File: src/rtl/hazard_forward_ctrl.sv
// Hazard/forwarding control for the 5-stage RV32I pipeline: tracks in-flight
// destinations, drives ALU operand forwarding selects and load-use/branch stall/flush.

// Forward select for one ALU operand; M result beats W because it is younger.
module hfc_fwd_sel #(
  parameter int REG_ADDR_W = 5
) (
  input  logic [REG_ADDR_W-1:0] ex_rs,
  input  logic [REG_ADDR_W-1:0] mem_rd,
  input  logic                  mem_regwrite,
  input  logic [REG_ADDR_W-1:0] wb_rd,
  input  logic                  wb_regwrite,
  output logic [1:0]            sel
);
  localparam logic [1:0] SEL_RF = 2'b00;
  localparam logic [1:0] SEL_WB = 2'b01;
  localparam logic [1:0] SEL_MEM = 2'b10;

  logic mem_hit, wb_hit;

  // x0 is hardwired zero, so a write to it never produces a forwardable value
  assign mem_hit = mem_regwrite && (mem_rd != '0) && (mem_rd == ex_rs);
  assign wb_hit  = wb_regwrite  && (wb_rd  != '0) && (wb_rd  == ex_rs);

  always_comb begin
    sel = SEL_RF;
    if (mem_hit)     sel = SEL_MEM;
    else if (wb_hit) sel = SEL_WB;
  end
endmodule

module hazard_forward_ctrl #(
  parameter int REG_ADDR_W = 5,
  parameter int CNT_W      = 16
) (
  input  logic                  i_clk,
  input  logic                  i_rst_n,
  input  logic [REG_ADDR_W-1:0] i_id_rs1,
  input  logic [REG_ADDR_W-1:0] i_id_rs2,
  input  logic [REG_ADDR_W-1:0] i_id_rd,
  input  logic                  i_id_regwrite,
  input  logic                  i_id_is_load,
  input  logic                  i_ex_pc_src,
  output logic [1:0]            o_fwd_a_sel,
  output logic [1:0]            o_fwd_b_sel,
  output logic                  o_stall_f,
  output logic                  o_stall_d,
  output logic                  o_flush_d,
  output logic                  o_flush_e,
  output logic [CNT_W-1:0]      o_stall_cnt
);
  localparam int NUM_OPS = 2;

  typedef struct packed {
    logic [REG_ADDR_W-1:0] rs1;
    logic [REG_ADDR_W-1:0] rs2;
    logic [REG_ADDR_W-1:0] rd;
    logic                  regwrite;
    logic                  is_load;
  } ex_stage_t;

  typedef struct packed {
    logic [REG_ADDR_W-1:0] rd;
    logic                  regwrite;
  } wr_stage_t;

  ex_stage_t        ex_q, ex_d;
  wr_stage_t        mem_q, wb_q;
  logic [CNT_W-1:0] stall_cnt;
  logic             lw_stall;

  logic [NUM_OPS-1:0][REG_ADDR_W-1:0] ex_rs;
  logic [NUM_OPS-1:0][1:0]            fwd_sel;

  // Load in E whose result the D instruction may need; rs2 is matched even if unused
  assign lw_stall = ex_q.is_load && (ex_q.rd != '0) &&
                    ((ex_q.rd == i_id_rs1) || (ex_q.rd == i_id_rs2));

  // A taken branch squashes the D instruction, so a load-use stall on it is moot
  assign o_stall_f = lw_stall && !i_ex_pc_src;
  assign o_stall_d = lw_stall && !i_ex_pc_src;
  assign o_flush_d = i_ex_pc_src;
  assign o_flush_e = lw_stall || i_ex_pc_src;

  always_comb begin
    ex_d = '0;
    if (!o_flush_e) begin
      ex_d.rs1      = i_id_rs1;
      ex_d.rs2      = i_id_rs2;
      ex_d.rd       = i_id_rd;
      ex_d.regwrite = i_id_regwrite;
      ex_d.is_load  = i_id_is_load;
    end
  end

  always_ff @(posedge i_clk) begin
    if (!i_rst_n) begin
      ex_q      <= '0;
      mem_q     <= '0;
      wb_q      <= '0;
      stall_cnt <= '0;
    end else begin
      ex_q           <= ex_d;
      mem_q.rd       <= ex_q.rd;
      mem_q.regwrite <= ex_q.regwrite;
      wb_q           <= mem_q;
      if (o_stall_d && !(&stall_cnt)) stall_cnt <= stall_cnt + CNT_W'(1);
    end
  end

  assign ex_rs = {ex_q.rs2, ex_q.rs1};

  hfc_fwd_sel #(.REG_ADDR_W(REG_ADDR_W)) u_fwd_sel [NUM_OPS-1:0] (
    .ex_rs        (ex_rs),
    .mem_rd       (mem_q.rd),
    .mem_regwrite (mem_q.regwrite),
    .wb_rd        (wb_q.rd),
    .wb_regwrite  (wb_q.regwrite),
    .sel          (fwd_sel)
  );

  assign o_fwd_a_sel = fwd_sel[0];
  assign o_fwd_b_sel = fwd_sel[1];
  assign o_stall_cnt = stall_cnt;
endmodule

File: config.mk
export PLATFORM = sky130hd
export DESIGN_NAME = hazard_forward_ctrl
export DESIGN_NICKNAME = d
export VERILOG_FILES = /design/src/rtl/hazard_forward_ctrl.sv
export SDC_FILE = /design/constraint.sdc
export NUM_CORES = 1
export LEC_CHECK = 0
export ABC_AREA = 1
export BUFFER_PORTS_ARGS = -buffer_cell sky130_fd_sc_hd__buf_2
export CORE_UTILIZATION = 40
export DETAILED_ROUTE_END_ITERATION = 16
export PLACE_DENSITY_LB_ADDON = 0.08
export REMOVE_ABC_BUFFERS = 1
export SLEW_MARGIN = 20
export SYNTH_ARGS = -nofsm -noshare
export SYNTH_HDL_FRONTEND = slang
export SYNTH_SLANG_ARGS = --single-unit
export TNS_END_PERCENT = 30
File: constraint.sdc
create_clock -name i_clk -period 1.53 [get_ports i_clk]
set_clock_uncertainty 0.05 [all_clocks]
set_input_delay 0.153 -clock i_clk [delete_from_list [all_inputs] [get_ports i_clk]]
set_output_delay 0.153 -clock i_clk [all_outputs]
set_load 0.005 [all_outputs]
[Word level (Yosys, flattened, before mapping)]
Index checks and enable logic that the tools add are counted.
Operators by class
  reductions and logical operators: 19
  muxes and demuxes: 4
  $add $sub $neg: 1
  bitwise logic cells: 1
  eq/ne operators: 6
Operator list (number)
  $eq A5 B5 Y1: 6
  $add A16 B1 Y16 const B: 1
  $reduce_and A16 Y1: 1
  $reduce_bool A5 Y1: 3
  $logic_and A1 B1 Y1: 10
  $mux W2: 2
  $logic_not A1 Y1: 2
  $logic_or A1 B1 Y1: 2
  $mux W1: 2
  $reduce_or A2 Y1: 1
  $not A1 Y1: 1
Storage, ports and cells
  logic and storage cells: 41
  register bits: 45
  input port bits: 20

[Longest topological paths before layout]
Gate-level depths: netlist (run 1).
  depth in word-level cells: 5
  mapped depth: 12
  gate-level depth less buffers: 11

[Hierarchy]
A second synthesis (run 1) with hierarchy kept.
Second synthesis, totals
  cells, all modules: 395
  area, all modules: 2486.1 µm²
By module, submodules not included
  hazard_forward_ctrl: times used 1, sequential area each 900.9 µm², cells an instance 293, area an instance 2043.2 µm²
  hfc_fwd_sel: times used 2, sequential area each 0.0 µm², cells an instance 51, area an instance 221.5 µm²

[Worst setup path after synthesis (run 1)]
OpenSTA, ideal clock, no wires.
  path type: flip-flop to flip-flop
  from: reg stall_cnt[0], in the netlist o_stall_cnt[0]
  to: reg stall_cnt[8], in the netlist o_stall_cnt[8]
  path slack: -0.015 ns
  setup time: 0.115 ns
  cell stages (with the launch flop): 9
  arrival: 1.380 ns
  path through: dfxtp_1 -> ha_1 -> nand2_1 -> nor2_2 -> nand4_2 -> nand2_1 -> nor2_1 -> a21oi_1 -> nor2_1
On the way
  longest elaborated chain between the ends: 3
RTL lines
  start, declared: RTL line 69  | logic [CNT_W-1:0] stall_cnt;
  start signal, assigned: RTL line 107  | if (o_stall_d && !(&stall_cnt)) stall_cnt <= stall_cnt + CNT_W'(1);
  parallel branches: the longest is 3 deep, another holds $add A16 B1 Y16
Several ways; the timed one is not identified.
A chain may end at the register's enable or synchronous reset.

[Final worst setup path (run 1)]
  from: reg ex_q[4] in the netlist's numbering
  to: out o_stall_d
On the way
  longest elaborated chain between the ends: 4
RTL lines
  start, declared: RTL line 67  | ex_stage_t ex_q, ex_d;
  start signal, assigned: RTL line 98  | ex_q <= '0;
  start signal, assigned: RTL line 103  | ex_q <= ex_d;
  $eq A5 B5 Y1 / $reduce_bool A5 Y1 (equally long branches): RTL line 77, 76
  $logic_or A1 B1 Y1 / $logic_and A1 B1 Y1 (equally long branches): RTL line 77, 76
  $logic_and A1 B1 Y1 *: RTL line 76  | assign lw_stall = ex_q.is_load && (ex_q.rd != '0) &&
  $logic_and A1 B1 Y1 *: RTL line 81  | assign o_stall_d = lw_stall && !i_ex_pc_src;
  end, declared: RTL line 47  | output logic o_stall_d,
Mark *: on every way between the ends. The rest lies on a longest branch, timed or not.

==> metrics.md, run 1 <==
| Metric | Value |
|---|---|
| Status | finished with violations |
| Violated checks | negative setup slack |
| Yosys Warn Count | 0 |
| WP data required | 1.33 ns |
| Vias per cell | 4.37 |
| Root buffer cell | clkbuf_8 |
| Global-route wire length before repair | 8630 um |
| Max stage delay on crit path | 0.38 ns |
| Crit path launch type | flip-flop |
| Seq/Total Area, Yosys | 39.9% |
| Final ANT Viol Nets | 0 |
| Wire length on met3 | 203 um |
| Post-synth EDFFs | 0 |
| Starting Density | 42.8% |
| Met2 routed WL | 2250 um |
| Vias in the first global route | 1,888 |
| Worst R2R Start | ex_q[4] |
| CTS tree | built |
| Post-synthesis register bit count | 45 |
| Crit share post-route | 111% |
| Max Cap Violations | 0 |
| Cell variety after synth | 28 |
| CP bufs+invs | 3 |
| Post-Place Cells | 461 |
| Cell row count | 26 |
| WS Path Type | reg2out |
| CTS Buffer Depth | 2 |
| Clk pin slew, worst setup/hold paths | 0.08 ns |
| Peak VDD IR | 595 uV |
| Final net count | 426 |
| Diode count | 0 |
| Clock latency on the worst-skew pair | 0.29 ns |
| Critical Path AT | 1.49 ns |
| Placement Cell Area | 0.00271 mm2 |
| Clk sink count | 45 |
| CP delay by family, top | simple AND/OR/NAND/NOR gates |
| Max-slew headroom | 79.3% |
| Share of layout cells above drive strength 1 | 34.0% |
| Chip width | 77.1 um |
| Share of the synthesized area in the top cell type | 39.9% |
| Num CTS Buffers | 5 |
| Max-slew violation count | 0 |
| Core area | 0.00527 mm2 |
| Final setup fails | 23 |
| DRT iter0 DRCs | 114 |
| H-tree Lvls | 2 |
| Wire per inst | 10.9 um |
| Pwr dens | 775 mW/mm2 |
| RSZ-0062 raised after global routing | true |
| DR top layer | met4 |
| Ports | 44 |
| Most common cell after layout, fill and taps aside | nand2_1 |
| I/O Buffers | 43 |
| Residual DRC count | 0 |
| Top_reg_cell synth | dfxtp_1 |
| Non-Filler Instances | 476 |
| Least-Margin Pin Slew | 0.310 ns |
| Routed vias | 2,081 |
| Final setup margin | -0.162 ns |
| DP HPWL | 3710 um |
| Die footprint | 0.00595 mm2 |
| Crit-path cells | inv_2 > nand2_1 > nand2_1 > nor2_1 > nand3_1 > nand2_4 > nand3_4 > inv_2 > buf_2 |
| Critical-path top delay cell | dfxtp_4 |
| Post-Syn Area | 0.00226 mm2 |
| Fin. Hold Viols | 0 |
| Critical Path Start | ex_q[4] |
| GRT Resource Usage Total | 18.4% |
| Fmax | 0.591 GHz |
| Final wirelength | 5170 um |
| Area Overhead vs Synth | 36.3% |
| Cell area after layout | 0.00308 mm2 |
| CP Max Fanout | 4 |
| Avg Cell Area, Syn | 6.82 um2 |
| Total grt overflow | 0 |
| Post-synth top area cell | dfxtp_1 |
| Final Core Density | 58.4% |
| DRT met1 WL | 2630 um |
| Largest net degree at the start of global routing | 18 |
| Hold Crit Start | i_id_rd[0] |
| Cells after Synth | 331 |
| Initial antenna violation count | 0 |
| Worst hold path class | in2reg |
| Crit. End Element | output pin |
| Die height | 77.1 um |
| Area contributors post-synth | dfxtp_1 (40%), nand2_1 (14%), nor2_1 (11%) |
| LEAKAGE | 1.60 nW |
| Asr flop ratio synth | 0% |
| Most frequent cells in the layout | nand2_1 (77), nor2_1 (60), inv_1 (48) |
| GPL Wtd Cong | 0.797 |
| DRT Pass-1 Iters | 4 |
| Minimum clock period | 1.69 ns |
-- per-layer routing --
layer / vias up / track usage [%]
li1: 1138 / -
met1: 892 / 26.3
met2: 42 / 27.3
met3: 9 / 3.57
met4: 0 / 6.42
met5: - / 0
-- timing repair --
item | 4_1_cts | 5_1_grt
gates cloned | 0 | 0
endpoints found under the hold margin | 2 | 0
hold buffers | 2 | 0
gates resized for setup | 26 | 30
setup buffers | 2 | 3
pin swaps | 12 | 9
setup endpoints to repair | 23 | 23
-- layout make-up --
cell class                      instances  area [um2]
Clock buffer                            6        82.6
Clock inverter                          2        37.5
Fill cell                             506        2190
Inverter                               56         210
Multi-Input combinational cell        221        1240
Sequential cell                        45         920
Tap cell                               70        87.6
Timing Repair Buffer                   76         500
-- report_power, final --
group / switching [W] / total [W] / internal [W]
logic: 0.000113 / 0.000217 / 0.000104
registers: 0.0000275 / 0.00122 / 0.00120
clock network: 0.000412 / 0.000944 / 0.000531
total: 0.000553 / 0.00238 / 0.00183
-- per-stage QoR --
step                      total power, W  TNS [ns]  hold WS, ns  setup slack, ns
after floorplan                  0.00135   -0.0153        0.196          -0.0153
after global placement           0.00143    -0.707        0.317           -0.138
after detailed placement         0.00143    -0.912        0.320           -0.148
after CTS                        0.00240    -0.746      0.00266           -0.121
after global routing             0.00250     -3.78       0.0105           -0.256
final                            0.00238     -1.32       0.0130           -0.162
-- tightest hold or removal path, cell delays in order --
cell,delay [ns]
buf_2,0.09
inv_1,0.04
nor2_1,0.03
-- final timing paths --
check | cells after the start | endpoint | slack [ns]
hold / removal | 3 | ex_q[2] | 0.01
setup / recovery | 9 | o_stall_d | -0.16
setup reg to reg | 10 | o_stall_cnt[2] | -0.07
hold reg to reg | 2 | mem_q[0] | 0.36
-- logic make-up (layout without fill, tap and decap cells) --
kind of cell / count (synthesis) / after routing / synth area share, %
and+or+nand+nor: 188 / 188 / 36.0
xor gates and xnor gates: 23 / 23 / 8.92
buffers and inverters: 65 / 140 / 12.0
DFF: 45 / 45 / 39.9
AOI/OAI and AO/OA: 9 / 9 / 2.61
adders and majority gates: 1 / 1 / 0.554
-- sequential cells by signal, summed over array words and instances, names as in the netlist --
signal	flops
mem_q	6
ex_q	17
wb_q	6
o_stall_cnt	16
-- cells in the mapped netlist (2+ instances only) --
library cell	count
nand2_1	86
nor2_1	65
inv_1	49
dfxtp_1	45
xnor2_1	14
nand4_1	12
xor2_1	9
nand3_1	8
inv_2	6
buf_4	5
nor2_2	5
nor3_1	5
o21ai_0	4
a21oi_1	2
clkbuf_1	2
nor2_4	2
Power figures use the tool's default switching activity.
==> run 2, diff against run 1 <==
--- a/config.mk
+++ b/config.mk
@@ -9,8 +9,9 @@
 export BUFFER_PORTS_ARGS = -buffer_cell sky130_fd_sc_hd__buf_2
 export CORE_UTILIZATION = 40
 export DETAILED_ROUTE_END_ITERATION = 16
-export PLACE_DENSITY_LB_ADDON = 0.08
+export PLACE_DENSITY = 0.71
 export REMOVE_ABC_BUFFERS = 1
+export SKIP_LAST_GASP = 1
 export SLEW_MARGIN = 20
 export SYNTH_ARGS = -nofsm -noshare
 export SYNTH_HDL_FRONTEND = slang
==> run 2 against run 1 <==
The flow still finishes with violations (negative setup slack). Clock power is 0.4% lower. Die area stayed put. Combinational power is 2% lower. Utilization is 0.12 points lower. Critical path type unchanged. Largest cell class unchanged. Highest routed layer unchanged.
==> metrics.md, run 2 (synthesized netlist as in run 1, its figures left out) <==
| Metric | Value |
|---|---|
| DP HPWL | 3700 um |
| Top cell by count, worst path | nand2_1 |
| I/O Buffers | 43 |
| Max-slew headroom | 79.2% |
| Core area | 0.00527 mm2 |
| Crit. End Element | output pin |
| Peak VDD IR | 528 uV |
| Num CTS Buffers | 5 |
| Critical Path AT | 1.47 ns |
| Most common cell after layout, fill and taps aside | nand2_1 |
| Die footprint | 0.00595 mm2 |
| Reg with most FFs | ex_q |
| Largest net degree at the start of global routing | 18 |
| WS Path Type | reg2out |
| Die height | 77.1 um |
| Share of layout cells above drive strength 1 | 30.4% |
| RSZ-0062 raised after global routing | true |
| Routed vias | 2,141 |
| Global-route wire length before repair | 8360 um |
| Diode count | 0 |
| Crit share post-route | 109% |
| Initial antenna violation count | 0 |
| Fin. Hold Viols | 0 |
| LEAKAGE | 1.61 nW |
| Final setup fails | 19 |
| Violated checks | negative setup slack |
| Max-slew violation count | 0 |
| Clock latency on the worst-skew pair | 0.31 ns |
| DRT Pass-1 Iters | 4 |
| CTS Buffer Depth | 2 |
| Number of flip-flops under the largest register name | 17 |
| Final setup margin | -0.143 ns |
| Vias in the first global route | 1,932 |
| Most frequent cells in the layout | nand2_1 (82), nor2_1 (63), inv_1 (49) |
| H-tree Lvls | 2 |
| Vias per cell | 4.45 |
| Chip width | 77.1 um |
| Status | finished with violations |
| Final wirelength | 5020 um |
| GPL Wtd Cong | 0.933 |
| Wire per inst | 10.4 um |
| WHS | 0.0203 ns |
| Fillers | 516 |
| GRT Resource Usage Total | 17.6% |
| Least-Margin Pin Slew | 0.312 ns |
| CTS tree | built |
| Cell row count | 26 |
| Residual DRC count | 0 |
| Max stage delay on crit path | 0.38 ns |
| Ports | 44 |
| Crit path launch type | flip-flop |
| CP Max Fanout | 4 |
| Clk pin slew, worst setup/hold paths | 0.09 ns |
| Pwr dens | 773 mW/mm2 |
| Crit-path cells | inv_2 > nand2_1 > nand2_1 > nor2_1 > nand3_1 > nand2_2 > nand3_4 > inv_4 > buf_6 |
| Clk sink count | 45 |
| Final ANT Viol Nets | 0 |
| DRT iter0 DRCs | 70 |
| Fmax | 0.598 GHz |
| Final net count | 431 |
| Max Cap Violations | 0 |
| Minimum clock period | 1.67 ns |
| Worst hold path class | in2reg |
| WP data required | 1.33 ns |
| Final Core Density | 58.3% |
| Starting Density | 42.8% |
| Root buffer cell | clkbuf_8 |
| Area Overhead vs Synth | 36.0% |
| Total grt overflow | 0 |
| Critical-path top delay cell | dfxtp_4 |
==> run 2: cell count changes in the layout (fill, tap and decap cells not counted), sizes merged <==
cell	change
dlygate4sd3	+5
clkbuf	-1
clkinvlp	-1
inv	+2
==> run 2: metal layers <==
metal / track usage (%) / part of all wire [%] / vias to the layer above
met5: 0 / 0 / -
met4: 7.55 / 2.2 / 0
met3: 4.05 / 2.8 / 11
met2: 30.0 / 49 / 30
met1: 21.1 / 46 / 955
li1: - / - / 1145
==> run 2: through the flow <==
stage | instances | cell area, um2 | setup slack [ns] | total power [W] | setup TNS (ns)
6_report | 481 | 3070 | -0.143 | 0.00237 | -1.05
5_1_grt | 481 | 3070 | -0.236 | 0.00248 | -4.53
4_1_cts | 480 | 2970 | -0.123 | 0.00239 | -1.26
3_5_place_dp | 461 | 2710 | -0.0902 | 0.00143 | -0.711
2_1_floorplan | 322 | 2200 | -0.0153 | 0.00135 | -0.0153
3_3_place_gp | 461 | 2710 | -0.0443 | 0.00142 | -0.149
==> run 2: timing repair <==
item,CTS,global route
hold buffers,7,0
setup endpoints to repair,22,40
pin swaps,7,10
resized for setup,14,27
setup buffers,4,1
endpoints found under the hold margin,7,0
==> run 2: area by class of cell <==
class                   count  area (um2)  area share [%]
multi-input cells         221        1160            37.9
flip-flops and latches     45         922            30.0
repair buffers             81         567            18.5
inverters                  56         213            6.93
well taps                  70        87.6            2.85
clock buffers               5        68.8            2.24
clock inverters             3        47.5            1.55
==> run 2: worst max-delay path, delay by kind of cell (launching register included) <==
| family | cells | cell delay (ns) |
|---|---|---|
| buffers and inverters | 3 | 0.23 |
| flip-flops | 1 | 0.38 |
| AND/OR/NAND/NOR | 6 | 0.55 |
==> run 2: power breakdown <==
group | switching [W] | internal, W
registers | 0.0000273 | 0.00119
clock network | 0.000442 | 0.000498
logic | 0.000105 | 0.000107
==> run 2: path summary, 6_finish.rpt <==
check,startpoint,to,slack (ns),depth (start not counted)
setup / recovery,ex_q[5],o_stall_f,-0.14,9
setup reg to reg,ex_q[5],o_stall_cnt[2],-0.07,10
hold reg to reg,ex_q[1],mem_q[0],0.37,2
hold / removal,i_id_rs2[0],ex_q[7],0.02,3
==> run 3, diff against run 2 <==
--- a/config.mk
+++ b/config.mk
@@ -7,10 +7,12 @@
 export LEC_CHECK = 0
 export ABC_AREA = 1
 export BUFFER_PORTS_ARGS = -buffer_cell sky130_fd_sc_hd__buf_2
+export CORE_MARGIN = 4
 export CORE_UTILIZATION = 40
 export DETAILED_ROUTE_END_ITERATION = 16
 export PLACE_DENSITY = 0.71
 export REMOVE_ABC_BUFFERS = 1
+export SETUP_SLACK_MARGIN = 0.3
 export SKIP_LAST_GASP = 1
 export SLEW_MARGIN = 20
 export SYNTH_ARGS = -nofsm -noshare
==> run 3 against run 2 <==
The flow still finishes with violations (negative setup slack). Setup slack worse by 0.015 ns. Combinational power hardly changed. Cell area is 0.41% higher. Worst hold slack worse by 0.016 ns. Non-clock buffer count is 4 lower. Wire length is 4.6% higher. Largest cell class unchanged.
==> metrics.md, run 3 (synthesized netlist as in run 1, its figures left out) <==
| Metric | Value |
|---|---|
| Pre-CTS WS | -0.102 ns |
| I/O Buffers | 43 |
| Final setup fails | 20 |
| Vias per cell | 4.53 |
| LEAKAGE | 1.60 nW |
| Chip width | 83.1 um |
| FF-to-FF End | o_stall_cnt[3] |
| RSZ-0062 raised after global routing | true |
| Worst hold path class | in2reg |
| Most common cell after layout, fill and taps aside | nand2_1 |
| Worst R2R Start | ex_q[2] |
| Peak VDD IR | 437 uV |
| Final wirelength | 5250 um |
| Status | finished with violations |
| DRT iter0 DRCs | 117 |
| Ports | 44 |
| Largest net degree at the start of global routing | 18 |
| Number of flip-flops under the largest register name | 17 |
| Max stage delay on crit path | 0.40 ns |
| Fin. Hold Viols | 0 |
| CTS tree | built |
| Global-route wire length before repair | 9160 um |
| Clk pin slew, worst setup/hold paths | 0.09 ns |
| Minimum clock period | 1.69 ns |
| Vias in the first global route | 2,164 |
| Final setup margin | -0.158 ns |
| Most frequent cells in the layout | nand2_1 (80), nor2_1 (59), inv_1 (48) |
| Pwr dens | 769 mW/mm2 |
| Critical path depth | 9 |
| Clk sink count | 45 |
| Crit. End Element | output pin |
| Critical-path top delay cell | dfxtp_4 |
| Fmax | 0.592 GHz |
| Total power | 0.00237 W |
| DRT Pass-1 Iters | 4 |
| H-tree Lvls | 2 |
| Die footprint | 0.00691 mm2 |
| Clock latency on the worst-skew pair | 0.30 ns |
| Worst Hold End | ex_q[6] |
| Reg with most FFs | ex_q |
| Max-slew violation count | 0 |
| WS Path Type | reg2out |
| Cell row count | 27 |
| Non-Filler Instances | 479 |
| Share of layout cells above drive strength 1 | 33.7% |
| Diode count | 0 |
| CP delay by family, top | simple AND/OR/NAND/NOR gates |
| Register area | 927 um2 |
| Total grt overflow | 0 |
| Crit share post-route | 110% |
| Critical Path AT | 1.49 ns |
| Final ANT Viol Nets | 0 |
| Placement Cell Area | 0.00269 mm2 |
| Max Cap Violations | 0 |
| R2R depth | 12 |
| Final net count | 427 |
| Initial antenna violation count | 0 |
| Starting Density | 41.0% |
| Die height | 83.1 um |
| GRT Resource Usage Total | 15.9% |
| Post-Place Cells | 460 |
| DP HPWL | 3810 um |
| CP bufs+invs | 3 |
| CTS Buffer Depth | 2 |
| Hold Crit Start | i_id_rd[4] |
| Area Overhead vs Synth | 36.6% |
| Least-Margin Pin Slew | 0.320 ns |
| CP Max Fanout | 5 |
| Root buffer cell | clkbuf_8 |
| Routed vias | 2,172 |
| GPL Wtd Cong | 0.936 |
| Fillers | 496 |
| Num CTS Buffers | 5 |
| Area occupied by multi-input gates | 0.00122 mm2 |
| WP data required | 1.33 ns |
| Cell area after layout | 0.00308 mm2 |
| Residual DRC count | 0 |
| Wire per inst | 11.0 um |
| Crit path launch type | flip-flop |
| Hold Path Depth | 3 |
| Core area | 0.00551 mm2 |
| Crit-path cells | inv_2 > nand2_1 > nand2_1 > nor2_1 > nand3_1 > nand2_2 > nand3_4 > inv_2 > buf_2 |
| Violated checks | negative setup slack |
| Max-slew headroom | 78.6% |
| Reg-to-reg slack, setup | -0.07 ns |
-- run 3: changes by cell type in the layout (fill, tap and decap cells not counted), sizes merged --
cell / previous run / this run
dlygate4sd3: 7 / 5
buf: 74 / 72
-- run 3: final cells by class --
class,count,area share [%]
clock buffers,5,2.23
inverters,56,6.86
multi-input cells,221,39.7
well taps,72,2.92
clock inverters,3,1.54
flip-flops and latches,45,30.1
repair buffers,77,16.7
-- run 3: worst max-delay path by stage --
stage / from / endpoint / slack [ns]
2_1_floorplan: o_stall_cnt[0] / o_stall_cnt[8] / -0.02
3_3_place_gp: ex_q[5] / o_stall_cnt[5] / -0.04
3_5_place_dp: o_stall_cnt[0] / o_stall_cnt[2] / -0.10
4_1_cts: mem_q[2] / o_fwd_a_sel[0] / -0.14
5_1_grt: ex_q[5] / o_stall_d / -0.26
6_report: ex_q[2] / o_stall_f / -0.16
-- run 3: per-stage QoR --
stage          TNS, ns  hold WS [ns]  utilization [%]
6_report         -1.16       0.00407             56.0
5_1_grt          -5.06        0.0207             56.0
4_1_cts          -1.15      0.000328             54.9
3_5_place_dp    -0.671         0.322             48.8
3_3_place_gp   -0.0656         0.320             48.8
2_1_floorplan  -0.0153         0.196                -
-- run 3: timing repair --
action                                  CTS  global route
setup buffers                             5             1
endpoints found under the hold margin     5             0
pin swaps                                 9            10
endpoints found under the setup margin   40            40
hold buffers                              5             0
resized for setup                        36            18
-- run 3: worst min-delay path, cell delays in order --
cell	delay (ns)
buf_2	0.09
inv_1	0.04
nor2_1	0.04
-- run 3: routing by layer --
layer / vias up / GRT usage (%) / wire, um
li1: 1146 / - / -
met1: 944 / 18.8 / 2310
met2: 60 / 26.5 / 2520
met3: 22 / 3.97 / 209
met4: 0 / 7.88 / 213
met5: - / 0 / 0
-- run 3: report_power, final --
group | leakage, nW | internal [W] | switching (W) | total [W]
Combinational | 1.17 | 0.000104 | 0.000109 | 0.000213
Sequential | 0.373 | 0.00119 | 0.0000286 | 0.00122
Clock | 0.0591 | 0.000498 | 0.000437 | 0.000936
